File: src/rtl/exception_dispatcher_if.sv
// PSW write port and fetch-redirect handshake between the exception dispatcher
// and its consumers (PSW register, fetch stage).
`ifndef PSW_WRITE_DATA_SOURCE_WIDTH
`define PSW_WRITE_DATA_SOURCE_WIDTH        2
`define PSW_WRITE_DATA_SOURCE_NONE         2'd0
`define PSW_WRITE_DATA_SOURCE_HANDLER_ENTRY 2'd1
`define PSW_WRITE_DATA_SOURCE_HANDLER_EXIT  2'd2
`endif

interface exception_dispatcher_if;
   logic                                    pswWriteEnable;
   logic [`PSW_WRITE_DATA_SOURCE_WIDTH-1:0] pswWriteDataSource;
   logic [4:0]                              priorityWriteValue;
   logic                                    handlerValid;
   logic [31:0]                             handlerAddress;
   logic                                    handlerAck;

   modport master (
      output pswWriteEnable,
      output pswWriteDataSource,
      output priorityWriteValue,
      output handlerValid,
      output handlerAddress,
      input  handlerAck
   );

   modport slave (
      input  pswWriteEnable,
      input  pswWriteDataSource,
      input  priorityWriteValue,
      input  handlerValid,
      input  handlerAddress,
      output handlerAck
   );
endinterface

File: src/rtl/exception_dispatcher.sv
// Selects the winning interrupt/exception cause, drives the PSW entry/exit
// writes and hands the handler address to fetch via a valid/ack handshake.
`ifndef PSW_WRITE_DATA_SOURCE_WIDTH
`define PSW_WRITE_DATA_SOURCE_WIDTH        2
`define PSW_WRITE_DATA_SOURCE_NONE         2'd0
`define PSW_WRITE_DATA_SOURCE_HANDLER_ENTRY 2'd1
`define PSW_WRITE_DATA_SOURCE_HANDLER_EXIT  2'd2
`endif

module exception_dispatcher #(
   parameter logic [31:0] VECTOR_BASE_ROM = 32'hE0000000,
   parameter logic [31:0] VECTOR_BASE_RAM = 32'hC0000000
) (
   input  logic                        clock,
   input  logic                        reset,
   input  logic [31:0]                 pswValue,
   input  logic [15:0]                 irqLines,
   input  logic                        instructionBoundary,
   input  logic                        exceptionRequest,
   input  logic [4:0]                  exceptionCode,
   input  logic                        exceptionIsUserTlbMiss,
   input  logic                        rfeRequest,
   exception_dispatcher_if.master      bus,
   output logic                        entryDone,
   output logic                        rfeDone,
   output logic                        busy
);

   typedef enum logic [2:0] {
      IDLE,
      LATCH,
      ENTRY,
      REDIRECT,
      EXIT
   } state_t;

   state_t     state_q, state_d;
   logic [4:0] cause_q, cause_d;
   logic [4:0] prio_q, prio_d;
   logic       tlb_q, tlb_d;
   logic       v_q, v_d;
   logic       entry_done_q, entry_done_d;

   logic [15:0] pending_irq;
   logic [4:0]  irq_cause;

   assign pending_irq = irqLines & pswValue[15:0] & {16{pswValue[23]}};

   // Ascending scan: the last hit is the highest pending index.
   always_comb begin
      irq_cause = '0;
      for (int unsigned i = 0; i < 16; i++) begin
         if (pending_irq[i]) irq_cause = 5'(i);
      end
   end

   always_ff @(posedge clock) begin
      if (reset) begin
         state_q      <= IDLE;
         cause_q      <= '0;
         prio_q       <= '0;
         tlb_q        <= 1'b0;
         v_q          <= 1'b0;
         entry_done_q <= 1'b0;
      end else begin
         state_q      <= state_d;
         cause_q      <= cause_d;
         prio_q       <= prio_d;
         tlb_q        <= tlb_d;
         v_q          <= v_d;
         entry_done_q <= entry_done_d;
      end
   end

   always_comb begin
      state_d                = state_q;
      cause_d                = cause_q;
      prio_d                 = prio_q;
      tlb_d                  = tlb_q;
      v_d                    = v_q;
      entry_done_d           = 1'b0;
      bus.pswWriteEnable     = 1'b0;
      bus.pswWriteDataSource = `PSW_WRITE_DATA_SOURCE_NONE;
      bus.handlerValid       = 1'b0;
      bus.handlerAddress     = '0;
      rfeDone                = 1'b0;

      unique case (state_q)
         IDLE: begin
            if (rfeRequest) begin
               state_d = EXIT;
            end else if (instructionBoundary && (exceptionRequest || (|pending_irq))) begin
               state_d = LATCH;
               cause_d = exceptionRequest ? exceptionCode : irq_cause;
               tlb_d   = exceptionRequest & exceptionIsUserTlbMiss;
               v_d     = pswValue[27];
            end
         end
         LATCH: begin
            // Priority output is registered so it holds after ENTRY.
            prio_d  = cause_q;
            state_d = ENTRY;
         end
         ENTRY: begin
            bus.pswWriteEnable     = 1'b1;
            bus.pswWriteDataSource = `PSW_WRITE_DATA_SOURCE_HANDLER_ENTRY;
            state_d                = REDIRECT;
         end
         REDIRECT: begin
            bus.handlerValid   = 1'b1;
            bus.handlerAddress = (v_q ? VECTOR_BASE_ROM : VECTOR_BASE_RAM)
                               + (tlb_q ? 32'd0 : 32'd4);
            if (bus.handlerAck) begin
               entry_done_d = 1'b1;
               state_d      = IDLE;
            end
         end
         EXIT: begin
            bus.pswWriteEnable     = 1'b1;
            bus.pswWriteDataSource = `PSW_WRITE_DATA_SOURCE_HANDLER_EXIT;
            rfeDone                = 1'b1;
            state_d                = IDLE;
         end
         default: state_d = IDLE;
      endcase
   end

   assign bus.priorityWriteValue = prio_q;
   assign entryDone              = entry_done_q;
   assign busy                   = (state_q != IDLE);

endmodule

File: src/flat_wrapper.sv
// flat-port wrapper written by rule: the top's interface ports become plain ports
module exception_dispatcher_flat 
#(
   parameter logic [31:0] VECTOR_BASE_ROM = 32'hE0000000,
   parameter logic [31:0] VECTOR_BASE_RAM = 32'hC0000000
)
  (clock, reset, pswValue, irqLines, instructionBoundary, exceptionRequest, exceptionCode, exceptionIsUserTlbMiss, rfeRequest, entryDone, rfeDone, busy, bus_pswWriteEnable, bus_pswWriteDataSource, bus_priorityWriteValue, bus_handlerValid, bus_handlerAddress, bus_handlerAck);
  exception_dispatcher_if bus_i ();
  input  logic clock;
  input  logic reset;
  input  logic [31:0] pswValue;
  input  logic [15:0] irqLines;
  input  logic instructionBoundary;
  input  logic exceptionRequest;
  input  logic [4:0] exceptionCode;
  input  logic exceptionIsUserTlbMiss;
  input  logic rfeRequest;
  output logic entryDone;
  output logic rfeDone;
  output logic busy;
  output wire logic [$bits(bus_i.pswWriteEnable)-1:0] bus_pswWriteEnable;
  output wire logic [$bits(bus_i.pswWriteDataSource)-1:0] bus_pswWriteDataSource;
  output wire logic [$bits(bus_i.priorityWriteValue)-1:0] bus_priorityWriteValue;
  output wire logic [$bits(bus_i.handlerValid)-1:0] bus_handlerValid;
  output wire logic [$bits(bus_i.handlerAddress)-1:0] bus_handlerAddress;
  input wire logic [$bits(bus_i.handlerAck)-1:0] bus_handlerAck;
  assign bus_pswWriteEnable = bus_i.pswWriteEnable;
  assign bus_pswWriteDataSource = bus_i.pswWriteDataSource;
  assign bus_priorityWriteValue = bus_i.priorityWriteValue;
  assign bus_handlerValid = bus_i.handlerValid;
  assign bus_handlerAddress = bus_i.handlerAddress;
  assign bus_i.handlerAck = bus_handlerAck;
  exception_dispatcher #(.VECTOR_BASE_ROM(VECTOR_BASE_ROM), .VECTOR_BASE_RAM(VECTOR_BASE_RAM)) u_core (.clock(clock), .reset(reset), .pswValue(pswValue), .irqLines(irqLines), .instructionBoundary(instructionBoundary), .exceptionRequest(exceptionRequest), .exceptionCode(exceptionCode), .exceptionIsUserTlbMiss(exceptionIsUserTlbMiss), .rfeRequest(rfeRequest), .bus(bus_i), .entryDone(entryDone), .rfeDone(rfeDone), .busy(busy));
endmodule
File: config.mk
export PLATFORM = sky130hd
export DESIGN_NAME = exception_dispatcher_flat
export DESIGN_NICKNAME = d
export VERILOG_FILES = /design/src/rtl/exception_dispatcher_if.sv /design/src/rtl/exception_dispatcher.sv /design/src/flat_wrapper.sv
export SDC_FILE = /design/constraint.sdc
export NUM_CORES = 1
export LEC_CHECK = 0
export ABC_AREA = 1
export BUFFER_PORTS_ARGS = -buffer_cell sky130_fd_sc_hd__buf_4
export CORE_MARGIN = 2
export CORE_UTILIZATION = 34
export DETAILED_ROUTE_END_ITERATION = 12
export PLACE_DENSITY = 0.76
export SYNTH_ARGS = -nofsm -noshare
export SYNTH_HDL_FRONTEND = slang
export SYNTH_SLANG_ARGS = --single-unit
File: constraint.sdc
create_clock -name clock -period 1.25 [get_ports clock]
set_input_delay 0 -clock clock [delete_from_list [all_inputs] [get_ports clock]]
set_output_delay 0 -clock clock [all_outputs]
set_load 0.005 [all_outputs]
Word level (Yosys, flattened, before mapping)

Cells that the tools add are included.

Flip-flop bits (word level): 16
Output and inout port bits: 44
Input bits: 60

Add/sub/neg operators: 1
Reduce and logical (&&, ||, !) cells: 9
Bitwise logic cells: 5
Mux-type cells: 28
Eq/ne operators: 6

Operator list:

| cell                                                             | count |
|---|---|
| 32-bit adder                                                     | 1 |
| 16-bit bitwise AND                                               | 2 |
| 32-bit two-way mux                                               | 1 |
| 4-bit two-way mux                                                | 8 |
| 30-bit two-way mux                                               | 1 |
| 3-bit two-way mux                                                | 8 |
| 16-bit OR reduction                                              | 1 |
| 3-bit one-hot mux with 4 select lines                            | 1 |
| 3-bit by 2-bit == test with 1-bit output (second input constant) | 2 |
| 1-bit two-way mux                                                | 5 |
| 5-bit two-way mux                                                | 1 |
| 2-bit two-way mux                                                | 2 |
| 2-bit one-hot mux with 2 select lines                            | 1 |
| 2-bit OR reduction                                               | 2 |
| 3-bit by 1-bit == test with 1-bit output (second input constant) | 1 |
| 3-bit == test (second input constant)                            | 1 |
| 3-bit logical NOT                                                | 1 |
| 3-bit by 2-bit != test with 1-bit output (second input constant) | 1 |
| 3-bit AND reduction                                              | 1 |
| 3-bit nonzero test                                               | 1 |
| 2-bit != test (second input constant)                            | 1 |
| 1-bit inverter                                                   | 2 |
| 2-bit AND reduction                                              | 1 |
| 1-bit bitwise AND                                                | 1 |
| 2 further kinds                                                  | 2 |

Depth between registers and ports, before layout

Gate-level depths: netlist of run 1.

Word-level depth: 18
Mapped depth: 19

Least setup slack after synthesis of run 1

No wires, ideal clock.

Path kind: flip-flop to flip-flop
From: register u_core.state_q[2]
To: register u_core.cause_q[1]
Clock period less this slack: 1.271 ns
Cell stages (with the launch flop): 8
Slack: -0.021 ns
Arrival time: 1.204 ns
Cells stage by stage: dfxtp_1 -> nor2_1 -> nand2_1 -> nor2_1 -> inv_1 -> nor2_4 -> o211ai_1 -> a21oi_2

Word-level cells in the longest chain between the ends: 2

Ends and longest elaborated chain:

| element                              | line                       | RTL |
|---|---|---|
| start, declared                      | exception_dispatcher.sv:37 | `state_t state_q, state_d;` |
| start signal, assigned               | exception_dispatcher.sv:66 | `state_q <= state_d;` |
| 3-bit logical NOT                    | exception_dispatcher.sv:88 | `unique case (state_q)` |
| 3-bit AND reduction (no source line) | --                         |  |
| end signal, assigned                 | exception_dispatcher.sv:67 | `cause_q <= cause_d;` |
| end, declared                        | exception_dispatcher.sv:38 | `logic [4:0] cause_q, cause_d;` |

Every way passes these cells.
A chain may end at the register's enable or synchronous reset.

Final worst setup path of run 1

From: register u_core.state_q[0]
To: output bus_handlerAddress[2]

Word-level cells in the longest chain between the ends: 2

Ends and longest elaborated chain:

| element                                  | line                       | RTL |
|---|---|---|
| 3-bit by 2-bit == test with 1-bit output | exception_dispatcher.sv:88 |  |
| 32-bit two-way mux                       | exception_dispatcher.sv:88 |  |
| end, declared                            | flat_wrapper.sv:25         | `output wire logic [$bits(bus_i.handlerAddress)-1:0] bus_handlerAddress;` |

Every way passes these cells.

==> metrics.txt, run 1 <==
CP Capture Type output port; Num CTS Buffers 3; first-pass GRT wire length 4570 um; clock slew at reported path FFs 0.09 ns; Post-Syn Area 1200 um2; hold depth 3; Arrival @ worst endpoint 1.27 ns; Max VDD drop 0.399 mV; most common cell after layout, fill and taps aside buf_4; H-Tree Depth 1; path category of the worst min-delay check in2reg; Final Skew 0.00210 ns; FF-to-FF Start u_core.state_q[1]; Top-Level Pins 104; CTS tree done; RSZ-0062 raised after global routing true; vias in the first global route 1168; Final WS setup -0.0248 ns; largest net degree at the start of global routing 17; Pre-Repair DR Iteration Count 4; DP Cell Count 282; GP Congestion 0.777; Tcrit/Tclk final 102%; CP Launch Type register; Port Buffers 61; Core ar. 3360 um2; non-filler cells, final 296; Avg WL per Cell 9.47 um; total wire length 2800 um; outcome finished, violations left; Fmax 784 MHz; die area 4030 um2; PD cells 834 nW/um2; DP HPWL 2220 um; failing checks setup timing; antenna-violating nets left 0; Reg2Reg Depth 8; nets 311; critical path type reg2out; worst endpoint required time 1.25 ns; final hold viol count 0; share of post-route cells with drive strength above 1 46.8%; vias per cell 4.34; post-synthesis register bit count 16; Pins Over Slew Limit 0; YS warnings 0; Starting DRT DRC Count 31; Root Buffer clkbuf_4; clock buffer depth 2; CTS sink cnt 16; Initial Util 35.8%; Residual DRC 0; post-synthesis cell type count 28; global-route usage over all layers 14.1%; R2R setup slack 0.01 ns; die height 63.5 um; vias 1286; Worst Min Path Start exceptionRequest; Final min period 1.27 ns; Worst Path Max Fanout 3; Die X 63.5 um; CP startpoint u_core.state_q[0]; Skew-Pair Late Insertion Delay 0.28 ns; Worst Hold End u_core.tlb_q; most frequent cells in the layout buf_4, nand2_1, conb_1; leakage power 0.928 nW; worst r2r dst u_core.v_q; Seq/Total Area, Yosys 26.6%; total gr overflow 0; Mapped Cells 172; Setup-failing EPs final 3; WHS 0.0357 ns; area grow syn2layout 52.0%; initial antenna violation count 0; # diodes 0; Avg Synthesized Cell Area 6.99 um2; Max-cap violations 0; # rows 21
## state kept, by name, indices dropped and copies added (netlist names)
| name | count |
|---|---|
| u_core.bus.priorityWriteValue | 5 |
| u_core.cause_q | 5 |
| u_core.state_q | 3 |
| u_core.entryDone | 1 |
| u_core.tlb_q | 1 |
| u_core.v_q | 1 |
## Yosys cell counts
master | n | area share [%]
a211oi_1 | 1 | 0.62
a21oi_1 | 4 | 1.7
a21oi_2 | 3 | 2.2
a311oi_1 | 1 | 0.73
a31oi_1 | 1 | 0.52
buf_12 | 1 | 1.7
buf_4 | 31 | 19
buf_6 | 1 | 0.94
clkbuf_1 | 1 | 0.31
conb_1 | 1 | 0.31
dfxtp_1 | 16 | 27
inv_1 | 12 | 3.7
inv_4 | 1 | 0.52
nand2_1 | 32 | 10
nand2_2 | 2 | 1.0
nand3_1 | 9 | 3.7
nand3_2 | 7 | 5.8
nand4_1 | 1 | 0.52
nor2_1 | 22 | 6.9
nor2_2 | 3 | 1.6
nor2_4 | 1 | 0.94
nor3_1 | 4 | 1.7
nor3b_1 | 1 | 0.62
o211ai_1 | 1 | 0.62
o21ai_0 | 10 | 4.2
o21ai_2 | 2 | 1.5
o311ai_0 | 1 | 0.73
or2_2 | 2 | 1.0
## cell families (layout without fill, tap and decap cells)
logic type / count (synthesis) / in the layout / share of synthesized area [%]
and+or+nand+nor: 84 / 85 / 33.8
buffers and inverters: 47 / 97 / 26.5
AOI/OAI and AO/OA: 24 / 24 / 12.7
DFF: 16 / 16 / 26.6
other: 1 / 28 / 0.312
## routing by layer
layer / share of wire [%] / GRT usage [%]
met4: 3.4 / 10.6
met1: 38 / 15.1
met2: 51 / 24.3
met5: 0 / 0
met3: 7.5 / 2.86
## worst max-delay path: stages, from the launching register on
cell	delay, ns
dfxtp_2	0.36
inv_2	0.05
buf_6	0.11
nor3_4	0.13
inv_2	0.06
buf_6	0.12
nor2_2	0.06
buf_4	0.11
## final cells by class
cell class | instances | area (um2)
clock buffers | 4 | 36.3
fillers | 359 | 1540
inverters | 13 | 51.3
multi-input cells | 137 | 722
flip-flops and latches | 16 | 324
well taps | 46 | 57.6
repair buffers | 80 | 637
## worst max-delay path by stage
stage                                        to  slack, ns  cells past startpoint
after global placement        u_core.cause_q[0]      -0.04                     18
after CTS                    bus_pswWriteEnable      -0.06                      5
after global routing                 u_core.v_q      -0.11                      8
final                     bus_handlerAddress[2]      -0.02                      7
after detailed placement      u_core.cause_q[3]      -0.07                      9
after floorplan               u_core.cause_q[1]     -0.006                      7
## report_power, final
part	leakage (nW)	internal [mW]	switching, mW
combinational	0.775	0.321	0.283
clock	0.0210	0.177	0.156
sequential	0.132	0.561	0.0270
total	0.928	1.06	0.465
## timing repair
action / 4_1_cts / 5_1_grt
pin swaps: 1 / 3
setup endpoints to repair: 10 / 16
cloned: 1 / 0
gates resized for setup: 17 / 10
setup buffers: 2 / 1
hold buffers: 6 / 1
hold endpoints to repair: 9 / 1
## through the flow
| stage | worst slack [ns] | TNS [ns] | cell area, um2 | power (mW) | util (%) |
|---|---|---|---|---|---|
| after floorplan | -0.00592 | -0.0103 | 1310 | 0.920 | - |
| after global placement | -0.0399 | -0.0399 | 1630 | 1.11 | 48.5 |
| after detailed placement | -0.0748 | -0.268 | 1630 | 1.11 | 48.5 |
| after CTS | -0.0619 | -0.115 | 1790 | 1.50 | 53.1 |
| after global routing | -0.114 | -0.801 | 1830 | 1.64 | 54.4 |
| final | -0.0248 | -0.0553 | 1830 | 1.52 | 54.4 |
Note: power is estimated with default switching activity, not from simulation.
==> inputs of run 2 (changes only) <==
--- a/config.mk
+++ b/config.mk
@@ -8,9 +8,10 @@
 export ABC_AREA = 1
 export BUFFER_PORTS_ARGS = -buffer_cell sky130_fd_sc_hd__buf_4
 export CORE_MARGIN = 2
-export CORE_UTILIZATION = 34
+export CORE_UTILIZATION = 41
 export DETAILED_ROUTE_END_ITERATION = 12
-export PLACE_DENSITY = 0.76
+export PLACE_DENSITY = 0.86
+export SETUP_SLACK_MARGIN = 0.05
 export SYNTH_ARGS = -nofsm -noshare
 export SYNTH_HDL_FRONTEND = slang
 export SYNTH_SLANG_ARGS = --single-unit
==> constraint.sdc (replaced) <==
create_clock -name clock -period 1.6 [get_ports clock]
set_input_delay 0 -clock clock [delete_from_list [all_inputs] [get_ports clock]]
set_output_delay 0 -clock clock [all_outputs]
set_load 0.005 [all_outputs]
==> run 2 against run 1 <==
The run now ends clean. Die area is 16% lower. Via count is 7.6% lower. Global-route usage is 1.3 points higher. Routed wire length is 6.1% lower. Total power is 27% lower. Combinational power is 35% lower. Clock skew is 0.0022 ns higher. Worst setup slack better by 0.25 ns. Clock-buffer cell count stayed put. Clock power is 21% lower. Hold slack worse by 0.015 ns. Largest power group is now registers.
==> metrics.txt, run 2 (synthesis results as in run 1) <==
Crit path largest cell delay 0.34 ns (-0.02 ns); Port Buffers 61 (unchanged); Top-Level Pins 104 (unchanged); vias in the first global route 1044 (-11%); Met1 Routed Length 1000 um (-6.2%); die height 58.2 um (-8.4%); Max VDD drop 0.566 mV (+42%); crit path cell chain nor2_1, nand2_1, nor2_4, inv_1, nor2_4, inv_4, o21ai_2, a21oi_1; nets 300 (-3.5%); most common cell after layout, fill and taps aside buf_4; WHS 0.0211 ns (-0.0146 ns); outcome finished clean; Worst Path Max Fanout 5 (+2); largest net degree at the start of global routing 17 (unchanged); Final Skew 0.00432 ns (+0.00222 ns); CP Launch Type register; CP max-delay cell dfxtp_1; Final min period 1.38 ns; final hold viol count 0 (unchanged); GP Congestion 0.765 (-1.5%); met3 wire length 184 um (-12%); antenna-violating nets left 0 (unchanged); Skew-Pair Late Insertion Delay 0.29 ns (about the same); critical path type reg2reg; leakage power 0.866 nW (-6.7%); Setup-failing EPs final 0 (-3); share of post-route cells with drive strength above 1 37.7% (-9.1 points); total wire length 2630 um (-6.1%); H-Tree Depth 1 (unchanged); Avg WL per Cell 9.75 um (+2.9%); Tcrit/Tclk final 86.1%; Initial Util 43.2% (+7.5 points); DP HPWL 2120 um (-4.5%); CTS tree done; vias 1188 (-7.6%); clock slew at reported path FFs 0.09 ns (about the same); vias per cell 4.40 (+1.3%); Residual DRC 0 (unchanged); Pre-Repair DR Iteration Count 4 (unchanged); most frequent cells in the layout buf_4, nand2_1, conb_1; most used cell, CP nor2_4; FF-to-FF Start u_core.state_q[2]; CP startpoint u_core.state_q[2]; Arrival @ worst endpoint 1.56 ns (+0.29 ns); total gr overflow 0 (unchanged); Die X 58.2 um (-8.4%); # diodes 0 (unchanged); PD cells 671 nW/um2 (-19%); Root Buffer clkbuf_4; Core ar. 2780 um2 (-17%); Fmax 726 MHz; Buf/Inv on CP 2 (-3); die area 3380 um2 (-16%); Num CTS Buffers 3 (unchanged); CP Capture Type register; Pins Over Slew Limit 0 (unchanged); worst endpoint required time 1.78 ns (+0.53 ns); path category of the worst min-delay check in2reg; # rows 19 (-9.5%); met2 routed WL 1380 um (-3.4%); global-route usage over all layers 15.5% (+1.3 points); TNS Setup 0 ns (+0.0553 ns); CTS sink cnt 16 (unchanged); Starting DRT DRC Count 21 (-32%); DR top layer met4; initial antenna violation count 0 (unchanged); Worst Min Path Start pswValue[27]; CP delay by family, top simple AND/OR/NAND/NOR gates; first-pass GRT wire length 4120 um (-9.8%); clock buffer depth 2 (unchanged); Max-cap violations 0 (unchanged); RSZ-0062 raised after global routing false; area grow syn2layout 37.9%
run 2: cell types whose count changed in the layout (fill, tap and decap cells not counted), moves of 4 or more:
cell and change:
buf_4 -5, inv_2 -5, buf_6 -5, nor2_1 +4, inv_1 +5
run 2: metrics by stage:
| stage | setup WS [ns] | power (mW) | cell area (um2) | util (%) | std cells |
|---|---|---|---|---|---|
| finish | 0.222 | 1.11 | 1660 | 59.6 | 270 |
| global route | 0.0659 | 1.19 | 1660 | 59.6 | 270 |
| CTS | 0.111 | 1.10 | 1640 | 58.8 | 268 |
| detailed placement | 0.143 | 0.832 | 1540 | 55.4 | 258 |
| global placement | 0.221 | 0.823 | 1540 | 55.4 | 258 |
| floorplan | 0.329 | 0.718 | 1300 | - | 199 |
run 2: cell type report:
class / instances / area (um2)
clock buffer: 4 / 36.3
fill: 281 / 1120
inverter: 13 / 51.3
multi-input combinational: 137 / 678
sequential: 16 / 320
tap: 31 / 38.8
timing repair buffer: 69 / 533
run 2: timing repair:
item | 4_1_cts | 5_1_grt
hold buffers | 6 | 0
setup endpoints to repair | 0 | 7
hold endpoints to repair | 9 | 0
setup buffers | 0 | 1
resized for setup | 0 | 2
run 2: final timing paths:
kind	endpoint	slack, ns	cells after the start
worst min register to register	u_core.bus.priorityWriteValue[3]	0.45	2
worst min-delay path	u_core.v_q	0.02	3
worst max register to register	u_core.v_q	0.22	8
worst max-delay path	u_core.v_q	0.22	8
run 2: worst reg2reg max path: stages, from the launching register on:
cell	delay, ns
dfxtp_1	0.34
nor2_1	0.14
nand2_1	0.15
nor2_4	0.14
inv_1	0.10
nor2_4	0.17
inv_4	0.06
o21ai_2	0.11
a21oi_1	0.06
run 2: report_power, final:
part	leakage, nW	total [mW]	switching [mW]	internal [mW]
Sequential	0.131	0.455	0.0186	0.436
Combinational	0.714	0.394	0.196	0.198
Clock	0.0210	0.264	0.125	0.139
run 2: routing by layer:
| metal | global-route usage (%) | up-vias |
|---|---|---|
| li1 | - | 635 |
| met1 | 16.2 | 495 |
| met2 | 29.4 | 53 |
| met3 | 1.12 | 5 |
| met4 | 9.63 | 0 |
| met5 | 0 | - |
